### src/rtl/gpu_mem_pkg.sv
// -----------------------------------------------------------------------------
// gpu_mem_pkg
// Shared types and default widths for the data-memory controller slice.
//   ctrl_state_t : controller sequencer states
//   mem_op_t     : operation latched for the granted channel
// -----------------------------------------------------------------------------
package gpu_mem_pkg;

  localparam int DEF_ADDR_BITS = 8;
  localparam int DEF_DATA_BITS = 8;

  typedef enum logic [1:0] {
    IDLE,
    MEM_REQ,
    MEM_RELEASE,
    RESPOND
  } ctrl_state_t;

  typedef enum logic {
    OP_READ,
    OP_WRITE
  } mem_op_t;

endpackage

### src/rtl/data_mem_controller_rr_arbiter.sv
// -----------------------------------------------------------------------------
// rr_arbiter
// Combinational round-robin picker. Searches req upward from ptr with wrap and
// returns the first requester. The pointer register lives in the caller.
//   req       : request vector, one bit per channel
//   ptr       : channel index the search starts from
//   en        : arbitration enable; all outputs are 0 when low
//   grant     : one-hot grant
//   grant_idx : binary index of the granted channel
//   found     : at least one request was granted
// -----------------------------------------------------------------------------
module rr_arbiter #(
  parameter  int NUM_CHANNELS = 4,
  localparam int IDX_BITS     = (NUM_CHANNELS > 1) ? $clog2(NUM_CHANNELS) : 1
) (
  input  logic [NUM_CHANNELS-1:0] req,
  input  logic [IDX_BITS-1:0]     ptr,
  input  logic                    en,
  output logic [NUM_CHANNELS-1:0] grant,
  output logic [IDX_BITS-1:0]     grant_idx,
  output logic                    found
);

  always_comb begin
    int idx;
    // NOTE: every output of a combinational block gets a default before any
    // branch, so no path leaves a value held and no latch is inferred.
    grant     = '0;
    grant_idx = '0;
    found     = 1'b0;
    idx       = 0;
    if (en) begin
      for (int k = 0; k < NUM_CHANNELS; k++) begin
        idx = (int'(ptr) + k) % NUM_CHANNELS;
        if (!found && req[idx]) begin
          found      = 1'b1;
          grant[idx] = 1'b1;
          grant_idx  = IDX_BITS'(idx);
        end
      end
    end
  end

endmodule

### src/rtl/data_mem_controller.sv
// -----------------------------------------------------------------------------
// data_mem_controller
// Shares one data memory between NUM_CHANNELS load/store requesters. Requests
// are serialised round-robin; both the memory side and the channel side use a
// four-phase valid/ready return-to-zero handshake.
//   clk, reset        : clock, synchronous active-high reset
//   ch_read_*         : per-channel read request/address, ready/data back
//   ch_write_*        : per-channel write request/address/data, ready back
//   mem_read_*        : memory read port (valid/addr out, ready/data in)
//   mem_write_*       : memory write port (valid/addr/data out, ready in)
//   busy              : sequencer is not idle
//   grant_id          : channel being served, 0 when idle
// -----------------------------------------------------------------------------
module data_mem_controller
  import gpu_mem_pkg::*;
#(
  parameter  int NUM_CHANNELS = 4,
  parameter  int ADDR_BITS    = DEF_ADDR_BITS,
  parameter  int DATA_BITS    = DEF_DATA_BITS,
  localparam int IDX_BITS     = (NUM_CHANNELS > 1) ? $clog2(NUM_CHANNELS) : 1
) (
  input  logic                           clk,
  input  logic                           reset,
  input  logic [NUM_CHANNELS-1:0]        ch_read_valid,
  input  logic [NUM_CHANNELS*ADDR_BITS-1:0] ch_read_addr,
  output logic [NUM_CHANNELS-1:0]        ch_read_ready,
  output logic [NUM_CHANNELS*DATA_BITS-1:0] ch_read_data,
  input  logic [NUM_CHANNELS-1:0]        ch_write_valid,
  input  logic [NUM_CHANNELS*ADDR_BITS-1:0] ch_write_addr,
  input  logic [NUM_CHANNELS*DATA_BITS-1:0] ch_write_data,
  output logic [NUM_CHANNELS-1:0]        ch_write_ready,
  output logic                           mem_read_valid,
  output logic [ADDR_BITS-1:0]           mem_read_addr,
  input  logic                           mem_read_ready,
  input  logic [DATA_BITS-1:0]           mem_read_data,
  output logic                           mem_write_valid,
  output logic [ADDR_BITS-1:0]           mem_write_addr,
  output logic [DATA_BITS-1:0]           mem_write_data,
  input  logic                           mem_write_ready,
  output logic                           busy,
  output logic [IDX_BITS-1:0]            grant_id
);

  ctrl_state_t               state_q, state_d;
  logic [IDX_BITS-1:0]       ptr_q, grant_q;
  mem_op_t                   op_q;
  logic [ADDR_BITS-1:0]      addr_q;
  logic [DATA_BITS-1:0]      wdata_q, rdata_q;

  logic [NUM_CHANNELS-1:0]   req, arb_grant;
  logic [IDX_BITS-1:0]       arb_idx;
  logic                      arb_found, arb_is_read, accept;
  logic                      mem_ready, ch_valid;

  // A channel asserting both valids is arbitrated as a read; its write stays
  // pending and wins a later grant of its own.
  assign req         = ch_read_valid | ch_write_valid;
  assign arb_is_read = |(arb_grant & ch_read_valid);
  assign accept      = (state_q == IDLE) && arb_found;

  rr_arbiter #(.NUM_CHANNELS(NUM_CHANNELS)) u_arb (
    .req       (req),
    .ptr       (ptr_q),
    .en        (state_q == IDLE),
    .grant     (arb_grant),
    .grant_idx (arb_idx),
    .found     (arb_found)
  );

  assign mem_ready = (op_q == OP_READ) ? mem_read_ready : mem_write_ready;
  assign ch_valid  = (op_q == OP_READ) ? ch_read_valid[grant_q] : ch_write_valid[grant_q];

  // Control state: reset aborts any transaction in flight.
  always_ff @(posedge clk) begin
    // NOTE: registers use non-blocking assignment so every flop samples the
    // pre-edge value of its sources regardless of statement order.
    if (reset) begin
      state_q <= IDLE;
      ptr_q   <= '0;
      grant_q <= '0;
      op_q    <= OP_READ;
    end else begin
      state_q <= state_d;
      if (accept) begin
        grant_q <= arb_idx;
        op_q    <= arb_is_read ? OP_READ : OP_WRITE;
        ptr_q   <= (arb_idx == IDX_BITS'(NUM_CHANNELS - 1)) ? '0 : arb_idx + IDX_BITS'(1);
      end
    end
  end

  // Datapath: address/data latches and the captured read data.
  // NOTE: these carry no reset; they are only observed through outputs that
  // are gated by the (reset) state, so a stale value never escapes.
  always_ff @(posedge clk) begin
    if (accept) begin
      addr_q  <= arb_is_read ? ch_read_addr[arb_idx*ADDR_BITS +: ADDR_BITS]
                             : ch_write_addr[arb_idx*ADDR_BITS +: ADDR_BITS];
      wdata_q <= ch_write_data[arb_idx*DATA_BITS +: DATA_BITS];
    end
    if (state_q == MEM_REQ && op_q == OP_READ && mem_read_ready) begin
      rdata_q <= mem_read_data;
    end
  end

  // Next-state logic.
  always_comb begin
    state_d = state_q;
    unique case (state_q)
      IDLE:        if (arb_found) state_d = MEM_REQ;
      MEM_REQ:     if (mem_ready) state_d = MEM_RELEASE;
      MEM_RELEASE: if (!mem_ready) state_d = RESPOND;
      RESPOND:     if (!ch_valid) state_d = IDLE;
      default:     state_d = IDLE;
    endcase
  end

  // Outputs, decoded from the registered state so reset clears them at once.
  always_comb begin
    mem_read_valid  = 1'b0;
    mem_read_addr   = '0;
    mem_write_valid = 1'b0;
    mem_write_addr  = '0;
    mem_write_data  = '0;
    ch_read_ready   = '0;
    ch_write_ready  = '0;
    ch_read_data    = '0;

    if (state_q == MEM_REQ || state_q == MEM_RELEASE) begin
      if (op_q == OP_READ) begin
        mem_read_addr  = addr_q;
      end else begin
        mem_write_addr = addr_q;
        mem_write_data = wdata_q;
      end
    end

    if (state_q == MEM_REQ) begin
      if (op_q == OP_READ) mem_read_valid  = 1'b1;
      else                 mem_write_valid = 1'b1;
    end

    if (state_q == RESPOND) begin
      if (op_q == OP_READ) begin
        ch_read_ready[grant_q]                    = 1'b1;
        ch_read_data[grant_q*DATA_BITS +: DATA_BITS] = rdata_q;
      end else begin
        ch_write_ready[grant_q] = 1'b1;
      end
    end
  end

  assign busy     = (state_q != IDLE);
  assign grant_id = busy ? grant_q : '0;

endmodule

### config.mk
export PLATFORM = sky130hd
export DESIGN_NAME = data_mem_controller
export DESIGN_NICKNAME = d
export VERILOG_FILES = /design/src/rtl/gpu_mem_pkg.sv /design/src/rtl/data_mem_controller_rr_arbiter.sv /design/src/rtl/data_mem_controller.sv
export SDC_FILE = /design/constraint.sdc
export NUM_CORES = 1
export LEC_CHECK = 0
export ABC_CLOCK_PERIOD_IN_PS = 4640
export CAP_MARGIN = 10
export CORE_MARGIN = 2
export CORE_UTILIZATION = 35
export CTS_BUF_LIST = sky130_fd_sc_hd__clkbuf_8
export DETAILED_ROUTE_END_ITERATION = 16
export GPL_TIMING_DRIVEN = 0
export PLACE_DENSITY = 0.76
export SLEW_MARGIN = 20
export SYNTH_ARGS = -nofsm -noshare
export SYNTH_HDL_FRONTEND = slang
export SYNTH_SLANG_ARGS = --single-unit
export TNS_END_PERCENT = 5
### constraint.sdc
create_clock -name clk -period 4.64 [get_ports clk]
set_input_delay 0.928 -clock clk [delete_from_list [all_inputs] [get_ports clk]]
set_output_delay 0.928 -clock clk [all_outputs]
set_load 0.01 [all_outputs]
==> metrics.log, run 1 <==
[metrics] worst path required time: 3710 ps
[metrics] top-level I/O count: 185
[metrics] complex-gate fraction of the synthesized area: 7.86%
[metrics] hold-fix buffers at CTS: 0
[metrics] post-place instance area: 5060 sq um
[metrics] area of the core: 8640 sq um
[metrics] post-route setup slack: 644 ps
[metrics] run status: completed
[metrics] synthesized flop and latch total: 31
[metrics] hold violation count in the final report: 0
[metrics] critical path class: flop to output pin
[metrics] buffer cell driving the clock tree root: sky130_fd_sc_hd__clkbuf_8
[metrics] critical path endpoint category: output pin
[metrics] # H-tree levels: 2
[metrics] maximum clock rate: 0.250 GHz
[metrics] layout-stage area growth over the synthesis result: 68.4%
[metrics] average size of a mapped cell: 10.7 sq um
[metrics] non-filler instance count after layout: 588
[metrics] worst rel slew slack: 47.3%
[metrics] TritonCTS clock tree: yes
[metrics] count of placed standard cells including taps: 580
[metrics] final setup vio count: 0
[metrics] number of enable flip-flop cells after synthesis: 24
[metrics] leading cell types in the layout, fill and taps excluded: sky130_fd_sc_hd__clkdlybuf4s50_1, sky130_fd_sc_hd__and2_1, sky130_fd_sc_hd__mux2i_1, sky130_fd_sc_hd__edfxtp_1, sky130_fd_sc_hd__and3_1
[metrics] Gate Count Post-Synth: 288
[metrics] max capacitance violation total: 0
[metrics] # nets final: 612
[metrics] number of buffers created by CTS: 5
[metrics] number of vias per cell: 5.10
[metrics] clock latency of the later-clocked register in the worst-skew pair: 280 ps
[metrics] Post-CTS Resized: 0
[metrics] DR vias: 2997
[metrics] Setup Buffers After CTS: 0
[metrics] largest family of logic cells by synthesized area: multiplexers
[metrics] xor/xnor share of the synthesized area: 0%
[metrics] fraction of layout instances using a drive strength above 1: 10.6%
[metrics] Routed WL per cell: 16.1 um
[metrics] gr usage total: 19.3%
[metrics] Yosys warnings: 0
[metrics] pre-CTS worst setup slack: 371 ps
[metrics] Post-Synth Adder-Cell Area: 6.89%
[metrics] number of distinct library cells after synthesis: 41
[metrics] minimum clock period: 4000 ps
[metrics] number of antenna violations at the first check in global routing: 0
[metrics] total non-filler cell area in the finished layout: 5200 sq um
[metrics] number of core rows: 34
[metrics] top area cells in the synthesized netlist: sky130_fd_sc_hd__edfxtp_1, sky130_fd_sc_hd__and2_1, sky130_fd_sc_hd__mux4_2
[metrics] CP cell instances: clkbuf_1 > inv_1 > ha_1 > nand3b_1 > nor3b_1 > and2_1 > clkdlybuf4s50_1
[metrics] largest net degree at the start of global routing: 18
[metrics] Die Ht: 97.9 um
[metrics] Post-Synthesis Cell Area: 3090 sq um
[metrics] Chip Width: 97.9 um
[metrics] Total Die Area: 9590 sq um
[metrics] Post-route DRC: 0
[metrics] most frequent standard cell in the layout excluding fill and tap cells: sky130_fd_sc_hd__clkdlybuf4s50_1
[metrics] final critical-path share of the clock period: 86.1%
[metrics] leakage: 0.00203 uW
[metrics] maximum count of clock buffers along a single path: 2
[metrics] half-perimeter wire length after detailed placement: 8.02 mm
[metrics] clock-pin slew on the worst setup and hold paths: 70 ps
[metrics] total count of max-transition violations in the final report: 0
[metrics] top cell type's share of synthesized area: 23.3%
[metrics] number of optimization iterations in the first detailed-route pass: 4
[metrics] Hold Crit Class: flop to flop
[metrics] Diodes inserted: 0
[metrics] via count of the first global-routing pass: 3108
[metrics] Critical Path Fanout Max: 8
[metrics] proportion of register bits with asynchronous set or reset after synthesis: 0%
[metrics] share of synthesized cell area in and, or, nand and nor gates: 20.8%
[metrics] GP Congestion: 0.877
[metrics] worst clock skew on the final layout: 7.90 ps
[metrics] clk sinks: 31
[metrics] Yosys top cell by area: sky130_fd_sc_hd__edfxtp_1
[metrics] number of routed nets with antenna violations: 0
[metrics] wire length of the first global-routing pass: 15.0 mm
[metrics] starting DRC count in detailed routing: 95
[metrics] slew at the pin closest to its max-slew limit: 789 ps
[metrics] CP arrival: 3070 ps
[metrics] share of cell area taken by muxes after synthesis: 32.5%
[metrics] net count of the mapped netlist: 421
[metrics] RSZ-0062 raised after global routing: false
[metrics] summed negative setup slack over all endpoints: 0 ps
[metrics] CP max stage delay: 690 ps
[metrics] I/O Buffers: 184
[metrics] maximum resistive drop on vdd: 0.000227 V
[metrics] starting density of the core: 35.8%
[metrics] post-synthesis sequential area ratio: 27.9%
[metrics] Pwr Density: 488 nW/um^2
[metrics] overall routed net length: 9.46 mm
[metrics] cell with the largest stage delay on the worst path: sky130_fd_sc_hd__nor3b_1
[metrics] kind of start point of the critical path: flop
[metrics] gr ovfl total: 0
[metrics] main flop type after synthesis: sky130_fd_sc_hd__edfxtp_1
==> cell type report <==
class / instances / area, sq um
Buffer: 14 / 92.6
Clock buffer: 5 / 68.8
Clock inverter: 3 / 67.6
Fill cell: 757 / 3430
Inverter: 9 / 33.8
Multi-Input combinational cell: 234 / 2100
Sequential cell: 31 / 861
Tap cell: 108 / 135
Timing Repair Buffer: 184 / 1840
==> through the flow <==
stage / hold slack, ps / utilization [%] / total power, uW
6_report: 564 / 60.2 / 2540
5_1_grt: 597 / 60.2 / 2710
4_1_cts: 568 / 60.2 / 2570
3_5_place_dp: 558 / 58.6 / 2240
3_3_place_gp: 524 / 58.6 / 2200
2_1_floorplan: 499 / - / 1650
==> where the power goes <==
group          internal (uW)  switching [uW]
sequential               477            68.3
clock                    214             110
combinational            871             796
==> state kept, by name (all words and copies together), names as in the netlist <==
signal   flops
op_q         1
wdata_q      8
rdata_q      8
addr_q       8
grant_q      2
state_q      2
ptr_q        2
==> critical path, delay by kind of cell (launching register included) <==
| kind | cells | cell delay [ps] |
|---|---|---|
| DFF | 1 | 360 |
| adders and majority gates | 1 | 270 |
| and+or+nand+nor | 3 | 1120 |
| buffers and inverters | 3 | 1030 |
==> path summary, 6_finish.rpt <==
check	startpoint	to	slack (ps)	depth (start not counted)
max	grant_q[0]$_SDFFE_PP0P_	ch_read_data[25]	640	7
max reg2reg	ptr_q[1]$_SDFFE_PP0P_	addr_q[3]$_DFFE_PP_	990	9
min	state_q[0]$_SDFFE_PP0P_	state_q[0]$_SDFFE_PP0P_	560	2
min reg2reg	state_q[0]$_SDFFE_PP0P_	state_q[0]$_SDFFE_PP0P_	560	2
==> Yosys cell counts, drive strengths merged (3+ instances only) <==
cell type / n
a211oi: 4
and2: 47
mux2i: 29
a22oi: 8
nand3: 3
ha: 17
o21ai: 4
nand2: 5
dfxtp: 7
nor2b: 3
buf: 7
a21oi: 8
nor3: 3
edfxtp: 24
nor2: 16
inv: 9
mux4: 14
mux2: 32
clkbuf: 7
or2: 4
and3: 22
==> per-layer routing <==
layer,part of all wire (%),GRT usage (%),vias to the layer above
met5,0,0,-
met4,1.9,4.70,0
met3,8.2,5.08,16
met2,53,37.0,159
met1,37,20.9,1377
li1,-,-,1445
==> logic make-up after synthesis <==
group,after synthesis
simple gates,110
mux,75
compound gates,32
flops,31
buf+inv,23
fa+ha+maj,17
Note: power is estimated with default switching activity, not from simulation.
==> inputs of run 2 (changes only) <==
--- a/config.mk
+++ b/config.mk
@@ -7,12 +7,14 @@
 export LEC_CHECK = 0
 export ABC_CLOCK_PERIOD_IN_PS = 4640
 export CAP_MARGIN = 10
+export CELL_PAD_IN_SITES_DETAIL_PLACEMENT = 2
+export CELL_PAD_IN_SITES_GLOBAL_PLACEMENT = 2
 export CORE_MARGIN = 2
-export CORE_UTILIZATION = 35
+export CORE_UTILIZATION = 24
 export CTS_BUF_LIST = sky130_fd_sc_hd__clkbuf_8
 export DETAILED_ROUTE_END_ITERATION = 16
 export GPL_TIMING_DRIVEN = 0
-export PLACE_DENSITY = 0.76
+export PLACE_DENSITY_LB_ADDON = 0.1
 export SLEW_MARGIN = 20
 export SYNTH_ARGS = -nofsm -noshare
 export SYNTH_HDL_FRONTEND = slang
==> metrics.log, run 2 (same netlist as run 1, synthesis figures left out) <==
[metrics] maximum count of clock buffers along a single path: 2 (unchanged)
[metrics] Routed WL per cell: 18.1 um (+12%)
[metrics] starting DRC count in detailed routing: 78 (-18%)
[metrics] via count of the first global-routing pass: 3498 (+13%)
[metrics] hold violation count in the final report: 0 (unchanged)
[metrics] Setup Buffers After CTS: 0 (unchanged)
[metrics] number of optimization iterations in the first detailed-route pass: 4 (unchanged)
[metrics] gr usage total: 17.2% (-2.1 points)
[metrics] top-level I/O count: 185 (unchanged)
[metrics] Post-route DRC: 0 (unchanged)
[metrics] non-filler instance count after layout: 652 (+11%)
[metrics] post-route setup slack: 558 ps (-85.2 ps)
[metrics] wire length of the first global-routing pass: 18.9 mm (+26%)
[metrics] slew at the pin closest to its max-slew limit: 808 ps (+19.4 ps)
[metrics] Total Die Area: 13800 sq um (+44%)
[metrics] critical path endpoint category: flop
[metrics] minimum clock period: 4080 ps (+85.2 ps)
[metrics] buffer cell driving the clock tree root: sky130_fd_sc_hd__clkbuf_8
[metrics] most frequent standard cell in the layout excluding fill and tap cells: sky130_fd_sc_hd__clkdlybuf4s50_1
[metrics] # H-tree levels: 2 (unchanged)
[metrics] largest net degree at the start of global routing: 18 (unchanged)
[metrics] clock latency of the later-clocked register in the worst-skew pair: 280 ps (about the same)
[metrics] count of placed standard cells including taps: 644 (+11%)
[metrics] area of the core: 12600 sq um (+46%)
[metrics] max capacitance violation total: 0 (unchanged)
[metrics] starting density of the core: 24.6% (-11 points)
[metrics] DR vias: 3037 (+1.3%)
[metrics] I/O Buffers: 184 (unchanged)
[metrics] clock-pin slew on the worst setup and hold paths: 70 ps (about the same)
[metrics] worst path required time: 4660 ps (+950 ps)
[metrics] clk sinks: 31 (unchanged)
[metrics] CP arrival: 4100 ps (+1030 ps)
[metrics] RSZ-0062 raised after global routing: false
[metrics] Diodes inserted: 0 (unchanged)
[metrics] GP Congestion: 0.794 (-9.5%)
[metrics] number of vias per cell: 4.66 (-8.6%)
[metrics] final critical-path share of the clock period: 88.0% (+1.8 points)
[metrics] kind of start point of the critical path: primary input
[metrics] number of core rows: 41 (+21%)
[metrics] final setup vio count: 0 (unchanged)
[metrics] maximum clock rate: 0.245 GHz (-2.1%)
[metrics] number of buffers created by CTS: 5 (unchanged)
[metrics] critical path class: primary input to flop
[metrics] largest registers: addr_q: 8 flops, rdata_q: 8 flops, wdata_q: 8 flops
[metrics] total count of max-transition violations in the final report: 0 (unchanged)
[metrics] hold-fix buffers at CTS: 0 (unchanged)
[metrics] gr ovfl total: 0 (unchanged)
[metrics] Pwr Density: 485 nW/um^2 (-0.56%)
[metrics] overall routed net length: 11.8 mm (+25%)
[metrics] # nets final: 612 (unchanged)
[metrics] Post-CTS Resized: 0 (unchanged)
[metrics] Die Ht: 117 um (+20%)
[metrics] Critical Path Fanout Max: 10 (+2)
[metrics] layout-stage area growth over the synthesis result: 70.4%
[metrics] run status: completed
[metrics] half-perimeter wire length after detailed placement: 9.79 mm (+22%)
[metrics] number of antenna violations at the first check in global routing: 0 (unchanged)
[metrics] maximum resistive drop on vdd: 0.000241 V (+6.1%)
[metrics] leading cell types in the layout, fill and taps excluded: sky130_fd_sc_hd__clkdlybuf4s50_1, sky130_fd_sc_hd__and2_1, sky130_fd_sc_hd__mux2i_1, sky130_fd_sc_hd__edfxtp_1, sky130_fd_sc_hd__and3_1
[metrics] summed negative setup slack over all endpoints: 0 ps (unchanged)
[metrics] number of routed nets with antenna violations: 0 (unchanged)
[metrics] leakage: 0.00203 uW (-0.16%)
[metrics] pre-CTS worst setup slack: 257 ps (-113 ps)
[metrics] Hold Crit Class: flop to flop
[metrics] TritonCTS clock tree: yes
[metrics] worst clock skew on the final layout: 7.47 ps (-0.436 ps)
[metrics] worst rel slew slack: 46.0% (-1.3 points)
[metrics] fraction of layout instances using a drive strength above 1: 10.6% (unchanged)
[metrics] Chip Width: 117 um (+20%)
-- run 2: changes by cell type in the layout (fill, tap and decap cells not counted), sizes merged --
| cell | before | now |
|---|---|---|
| bufinv | 2 | 1 |
| clkbuf | 12 | 13 |
| clkinv | 0 | 1 |
| clkinvlp | 1 | 0 |
-- run 2: critical path: stages --
cell and delay, ps:
sky130_fd_sc_hd__clkdlybuf4s50_1 690, sky130_fd_sc_hd__nor2_2 150, sky130_fd_sc_hd__mux4_2 490, sky130_fd_sc_hd__o21ai_0 140
sky130_fd_sc_hd__a32oi_2 130, sky130_fd_sc_hd__a211oi_4 490, sky130_fd_sc_hd__buf_6 240, sky130_fd_sc_hd__mux2_1 350
sky130_fd_sc_hd__mux4_2 480
-- run 2: layout make-up --
type | instances | area (sq um)
plain buffers | 14 | 92.6
clock buffers | 6 | 82.6
clock inverters | 2 | 35.0
fillers | 1358 | 7310
inverters | 9 | 33.8
multi-input cells | 234 | 2100
flip-flops and latches | 31 | 861
well taps | 172 | 215
repair buffers | 184 | 1840
-- run 2: where the power goes --
group          total, uW  switching (uW)  leakage (uW)  internal (uW)
Clock                277             104     0.0000612            174
Combinational       1730             859       0.00167            874
Sequential           543            67.0      0.000290            476
Total               2550            1030       0.00203           1520
-- run 2: layer usage --
| layer | global-route usage (%) | vias up | part of all wire (%) |
|---|---|---|---|
| met1 | 19.4 | 1471 | 41 |
| met2 | 31.9 | 112 | 51 |
| met5 | 0 | - | 0 |
| met4 | 3.31 | 0 | 0.79 |
| li1 | - | 1445 | - |
| met3 | 5.01 | 9 | 7.6 |
-- run 2: final timing paths --
path,start,to,slack [ps],depth (start not counted)
worst max-delay path,ch_read_valid[2],addr_q[1]$_DFFE_PP_,560,9
worst max register to register,ptr_q[1]$_SDFFE_PP0P_,addr_q[1]$_DFFE_PP_,810,9
worst min-delay path,state_q[1]$_SDFFE_PP0P_,state_q[1]$_SDFFE_PP0P_,590,2
worst min register to register,state_q[1]$_SDFFE_PP0P_,state_q[1]$_SDFFE_PP0P_,590,2
-- run 2: metrics by stage --
| stage | cell area [sq um] | utilization [%] | power [uW] | hold slack [ps] |
|---|---|---|---|---|
| global route | 5260 | 41.9 | 2760 | 614 |
| floorplan | 3090 | - | 1650 | 499 |
| detailed placement | 5140 | 40.9 | 2320 | 587 |
| CTS | 5260 | 41.9 | 2610 | 597 |
| finish | 5260 | 41.9 | 2550 | 587 |
| global placement | 5140 | 40.9 | 2270 | 530 |
==> RTL change 1: new RTL, config.mk and constraints of run 2 <==
`NUM_CHANNELS` is set to 4 in 2 places; all go to 8.
--- a/src/rtl/data_mem_controller_rr_arbiter.sv
+++ b/src/rtl/data_mem_controller_rr_arbiter.sv
@@ -12,3 +12,3 @@
 module rr_arbiter #(
-  parameter  int NUM_CHANNELS = 4,
+  parameter  int NUM_CHANNELS = 8,
   localparam int IDX_BITS     = (NUM_CHANNELS > 1) ? $clog2(NUM_CHANNELS) : 1
--- a/src/rtl/data_mem_controller.sv
+++ b/src/rtl/data_mem_controller.sv
@@ -16,3 +16,3 @@
 #(
-  parameter  int NUM_CHANNELS = 4,
+  parameter  int NUM_CHANNELS = 8,
   parameter  int ADDR_BITS    = DEF_ADDR_BITS,
Ports: changed (9 resized); port bits go from 185 to 330. No check against the original RTL was run, so the function may have changed too.
==> RTL change 1 against run 2 <==
Sequential power rose by 14%; area after synthesis rose by 120%; worst setup slack got worse by 0.50 ns; wire length rose to 3.4 times the old value; total power rose to 2.7 times the old value; combinational power rose to 3.5 times the old value; sequential cell count rose by 2; global-route usage rose by 8.1 points; cell area rose by 120%; critical path type unchanged.
==> RTL change 1: results (changes against run 2) <==
- Nets: 1,510 (was 612)
- Top-count cell post-synth: nor2_1 (was and2_1)
- Hold wc startpoint: state_q[0]$_SDFFE_PP0P_ (was state_q[1]$_SDFFE_PP0P_)
- Setup TNS: 0 ns (unchanged)
- Critical Path Fanout Max: 10 (unchanged)
- HP Class: register to register (unchanged)
- Unique masters post-synth: 96 (was 41)
- Clk_lat worst skew: 0.30 ns (was 0.28 ns)
- Pin count of the biggest net entering global routing: 21 (was 18)
- Syn Inst Count: 898 (was 288)
- DP Cell Count: 1,604 (was 644)
- Reg clk slew, reported paths: 0.09 ns (was 0.07 ns)
- Async set-reset flop share out of synthesis: 0% (unchanged)
- Share of layout cells above drive strength 1: 16.0% (was 10.6%)
- Synth top area cells: edfxtp_1 10%, mux2i_1 8.0%, and2_1 7.3%, mux4_2 5.9%, nor2_1 4.4% (was edfxtp_1 23%, and2_1 9.5%, mux4_2 9.5%, mux2i_1 9.4%, ha_1 6.9%)
- FF-to-FF End: addr_q[5]$_DFFE_PP_ (was addr_q[1]$_DFFE_PP_)
- Hold path depth: 2 (unchanged)
- H-tree lvl count: 2 (unchanged)
- IO buf count: 328 (was 184)
- Final HPWL DP: 31,500 um (was 9790 um)
- First-pass GRT wire length: 59,800 um (was 18,900 um)
- Setup WS pre-CTS: -1.72 ns (was 0.257 ns)
- Vias in the first global route: 9,767 (was 3,498)
- Post-Layout Cell Count: 1,653 (was 652)
- Leakage dissipation: 4.20 nW (was 2.03 nW)
- Max VDD drop: 0.000212 V (was 0.000241 V)
- Synth cell count leaders: 81 x nor2_1, 80 x and2_1, 59 x nand2_1 (was 47 x and2_1, 29 x mux2i_1, 24 x edfxtp_1)
- Root Buffer: clkbuf_8 (unchanged)
- Hold Path Sink: state_q[0]$_SDFFE_PP0P_ (was state_q[1]$_SDFFE_PP0P_)
- Vias: 9,172 (was 3,037)
- Status: finished clean (unchanged)
- Sequential-to-total area share from yosys stat: 13.1% (was 27.9%)
- GRT Total Usage: 25.3% (was 17.2%)
- Pin slew with the least headroom to its limit: 0.803 ns (was 0.808 ns)
- Register-to-register setup slack: 0.11 ns (was 0.81 ns)
- Initial DRT Pass Iterations: 4 (unchanged)
- Hold_ws: 0.565 ns (was 0.587 ns)
- Routability cong.: 0.858 (was 0.794)
- Worst r2r src: ptr_q[2]$_SDFFE_PP0P_ (was ptr_q[1]$_SDFFE_PP0P_)
- Initial DRC Count: 465 (was 78)
- Clk_skew: 0.0121 ns (was 0.00747 ns)
- Crit path arrival time: 4.62 ns (was 4.10 ns)
- Largest regs: addr_q (8), rdata_q (8), wdata_q (8) (unchanged)
- Reg2Reg Depth: 16 (was 9)
- Initial antenna violation count: 1 (was 0)
- Syn Nets: 1,135 (was 421)
- Total Routed Length: 39,800 um (was 11,800 um)
## RTL change 1: per-stage QoR
stage | cell area (um2) | utilization [%]
2_1_floorplan | 6880 | -
3_3_place_gp | 10600 | 38.0
3_5_place_dp | 10600 | 38.0
4_1_cts | 11100 | 39.6
5_1_grt | 11400 | 40.7
6_report | 11400 | 40.7
## RTL change 1: how the worst max path moves through the flow
| stage | from | endpoint | slack, ns | cells past startpoint |
|---|---|---|---|---|
| 4_1_cts | ch_write_valid[4] | addr_q[5]$_DFFE_PP_ | -0.13 | 16 |
| 6_report | ch_read_valid[2] | addr_q[5]$_DFFE_PP_ | 0.06 | 16 |
| 3_3_place_gp | ch_read_valid[0] | ptr_q[1]$_SDFFE_PP0P_ | -1.56 | 14 |
| 5_1_grt | ch_read_valid[2] | addr_q[7]$_DFFE_PP_ | -0.05 | 14 |
| 2_1_floorplan | ch_read_valid[0] | addr_q[6]$_DFFE_PP_ | 0.18 | 13 |
| 3_5_place_dp | ch_read_valid[2] | ptr_q[1]$_SDFFE_PP0P_ | -1.72 | 14 |
## RTL change 1: worst max-delay path, cell delays in order
cell,delay [ns]
buf_2,0.18
nor3_1,0.42
a21oi_1,0.12
mux4_2,0.61
buf_4,0.21
nor4_4,0.36
buf_4,0.19
o31a_1,0.15
buf_6,0.14
o21ai_4,0.06
buf_12,0.17
buf_8,0.14
mux4_2,0.46
nand2b_1,0.09
a21oi_1,0.06
a221o_1,0.30
## RTL change 1: kinds of logic after synthesis
group	count (synthesis)	share of synthesized area, %
compound gates	279	29.1
xor+xnor	4	0.837
fa+ha+maj	17	3.09
buf+inv	90	6.82
flops	33	13.1
mux	87	16.7
simple gates	388	30.4
## RTL change 1: area by class of cell
cell class | count | area, um2
Clock buffer | 5 | 68.8
Antenna cell | 1 | 2.50
Timing Repair Buffer | 370 | 3580
Sequential cell | 33 | 906
Buffer | 72 | 477
Fill cell | 3193 | 16600
Clock inverter | 3 | 46.3
Inverter | 16 | 73.8
Tap cell | 378 | 473
Multi-Input combinational cell | 775 | 5780
## RTL change 1: power breakdown
part | total [W] | switching (W) | internal [W]
Clock | 0.000286 | 0.000125 | 0.000161
Combinational | 0.00605 | 0.00345 | 0.00260
Sequential | 0.000620 | 0.0000891 | 0.000531
## RTL change 1: metal layers
layer / global-route usage, % / vias to the layer above / part of all wire [%]
met5: 0 / - / 0
met4: 6.21 / 0 / 2.6
met3: 3.60 / 52 / 5.2
met2: 45.4 / 343 / 50
met1: 31.6 / 4584 / 42
li1: - / 4193 / -
## RTL change 1: repair_timing
action / CTS / global route
pin swaps: 10 / 11
endpoints found under the setup margin: 37 / 67
resized for setup: 61 / 83
cloned: 0 / 0
buffers inserted: 20 / 22
==> RTL change 2: new RTL, config.mk and constraints of run 2 <==
Made on the original files. Encoding of `ctrl_state_t`: now one-hot (4 bits for 4 states).
--- a/src/rtl/gpu_mem_pkg.sv
+++ b/src/rtl/gpu_mem_pkg.sv
@@ -11,7 +11,7 @@
 
-  typedef enum logic [1:0] {
-    IDLE,
-    MEM_REQ,
-    MEM_RELEASE,
-    RESPOND
+  typedef enum logic [3:0] {
+    IDLE        = 4'b0001,
+    MEM_REQ     = 4'b0010,
+    MEM_RELEASE = 4'b0100,
+    RESPOND     = 4'b1000
   } ctrl_state_t;
Behaviour: no difference found for any inputs over 4 cycles, from zero or initial values and one cycle with reset high; so few cycles prove little.
==> RTL change 2 against run 2 <==
Area after synthesis shrank 3.0%; register-to-register slack lost 0.07 ns; first-iteration DRC count shrank 22%; total power shrank 19%; cell count shrank 2.8%; sequential cell count grew 2; wire length grew 0.61%; clock skew shrank 0.0034 ns; non-clock buffer count shrank 2; worst setup slack gained 0.0061 ns; cell area shrank 1.6%; maximum frequency grew 0.15%; synthesized cell count shrank 4.5%; critical path type unchanged; largest power group unchanged; highest routed layer unchanged.
==> RTL change 2: results (changes against run 2) <==
- Status: finished clean (unchanged)
- Post-synthesis compound-gate area fraction: 9.44% (was 7.86%)
- Pin count of the biggest net entering global routing: 18 (unchanged)
- CP max-delay cell: a21oi_1 (was clkdlybuf4s50_1)
- Vias in the first global route: 3,419 (was 3,498)
- Post-CTS setup buffer count: 0 (unchanged)
- Routed length per instance: 18.7 um (was 18.1 um)
- Top delay family on crit path: compound AO/OA/AOI/OAI gates (was multiplexers)
- Reg2Reg Depth: 8 (was 9)
- Final HPWL DP: 9890 um (was 9790 um)
- Synth cell count leaders: 59 x and2_1, 25 x mux2i_1, 24 x edfxtp_1 (was 47 x and2_1, 29 x mux2i_1, 24 x edfxtp_1)
- Initial antenna violation count: 0 (unchanged)
- Max incr delay on CP: 0.87 ns (was 0.69 ns)
- Resized cells post-CTS: 0 (unchanged)
- Async set-reset flop share out of synthesis: 0% (unchanged)
- Initial DRC Count: 61 (was 78)
- HP Class: register to register (unchanged)
- Clk_lat worst skew: 0.29 ns
- Post-Synth Adder-Cell Area: 5.43% (was 6.89%)
- # diodes: 0 (unchanged)
- Sequential-to-total area share from yosys stat: 30.1% (was 27.9%)
- Routability cong.: 0.814 (was 0.794)
- Sw frac: 36.9% (was 40.3%)
- Setup WS pre-CTS: 0.220 ns (was 0.257 ns)
- Hold path depth: 1 (was 2)
- Post-Synth XOR/XNOR Area: 0% (unchanged)
- Reg clk slew, reported paths: 0.08 ns
- Post-synthesis mux area share: 27.9% (was 32.5%)
- Nets: 594 (was 612)
- Vias: 2,982 (was 3,037)
- Crit path arrival time: 4.11 ns (was 4.10 ns)
- Synth top area cells: edfxtp_1 24%, and2_1 12%, mux4_2 11%, mux2i_1 8.4%, dfxtp_1 6.0% (was edfxtp_1 23%, and2_1 9.5%, mux4_2 9.5%, mux2i_1 9.4%, ha_1 6.9%)
- Initial DRT Pass Iterations: 7 (was 4)
- Dpl cell area: 0.00504 mm2 (was 0.00514 mm2)
- Max VDD drop: 0.000147 V (was 0.000241 V)
- Unique masters post-synth: 53 (was 41)
- Clk_skew: 0.00412 ns (was 0.00747 ns)
- Critical Path Fanout Max: 9 (was 10)
- Share of layout cells above drive strength 1: 10.5% (was 10.6%)
- Pin slew with the least headroom to its limit: 1.07 ns (was 0.808 ns)
- GRT Total Usage: 17.9% (was 17.2%)
- Root Buffer: clkbuf_8 (unchanged)
- Leakage dissipation: 1.92 nW (was 2.03 nW)
- Yosys warnings: 0 (unchanged)
- CTS Buf Count: 5 (unchanged)
- Post-synth EDFFs: 24 (unchanged)
- First-pass GRT wire length: 18,500 um (was 18,900 um)
- H-tree lvl count: 2 (unchanged)
- Clock Path Buffers: 2 (unchanged)
- Syn Nets: 404 (was 421)
- IO buf count: 183 (was 184)
- Largest regs: addr_q (8), rdata_q (8), wdata_q (8) (unchanged)
-- RTL change 2: kinds of logic (layout without fill, tap and decap cells) --
group | after synthesis | in the layout
simple gates | 117 | 117
mux | 54 | 54
compound gates | 38 | 38
flops | 33 | 33
buf+inv | 20 | 211
fa+ha+maj | 13 | 13
-- RTL change 2: metal layers --
metal	share of wire (%)	track usage [%]	vias up
met5	0	0	-
met2	51	33.3	130
met3	9.2	6.64	4
met4	0.46	2.14	0
li1	-	-	1416
met1	39	20.1	1432
-- RTL change 2: path summary, 6_finish.rpt --
| kind | slack (ns) | end | start |
|---|---|---|---|
| worst min register to register | 0.56 | state_q[1]$_SDFFE_PP0P_ | state_q[2]$_SDFFE_PP0P_ |
| worst max-delay path | 0.56 | addr_q[2]$_DFFE_PP_ | ch_read_valid[2] |
| worst min-delay path | 0.56 | state_q[1]$_SDFFE_PP0P_ | state_q[2]$_SDFFE_PP0P_ |
| worst max register to register | 0.74 | addr_q[2]$_DFFE_PP_ | ptr_q[0]$_SDFFE_PP0P_ |
-- RTL change 2: final cells by class --
cell class                      instances  area (um2)
Buffer                                 13         101
Clock buffer                            5        68.8
Clock inverter                          3        65.1
Fill cell                            1314        6930
Inverter                                7        26.3
Multi-Input combinational cell        222        1970
Sequential cell                        33         901
Tap cell                              168         210
Timing Repair Buffer                  183        1830
-- RTL change 2: power by group through the flow --
stage / clock, W / combinational (W) / sequential [W]
floorplan: 0 / 0.000838 / 0.000503
global placement: 0 / 0.00119 / 0.000524
detailed placement: 0 / 0.00122 / 0.000534
CTS: 0.000339 / 0.00122 / 0.000527
global route: 0.000356 / 0.00130 / 0.000539
finish: 0.000333 / 0.00120 / 0.000525
-- RTL change 2: metrics by stage --
step / instances / power (W) / utilization, %
after floorplan: 275 / 0.00134 / -
after global placement: 626 / 0.00171 / 41.6
after detailed placement: 626 / 0.00175 / 41.6
after CTS: 634 / 0.00209 / 42.7
after global routing: 634 / 0.00220 / 42.7
final: 634 / 0.00206 / 42.7
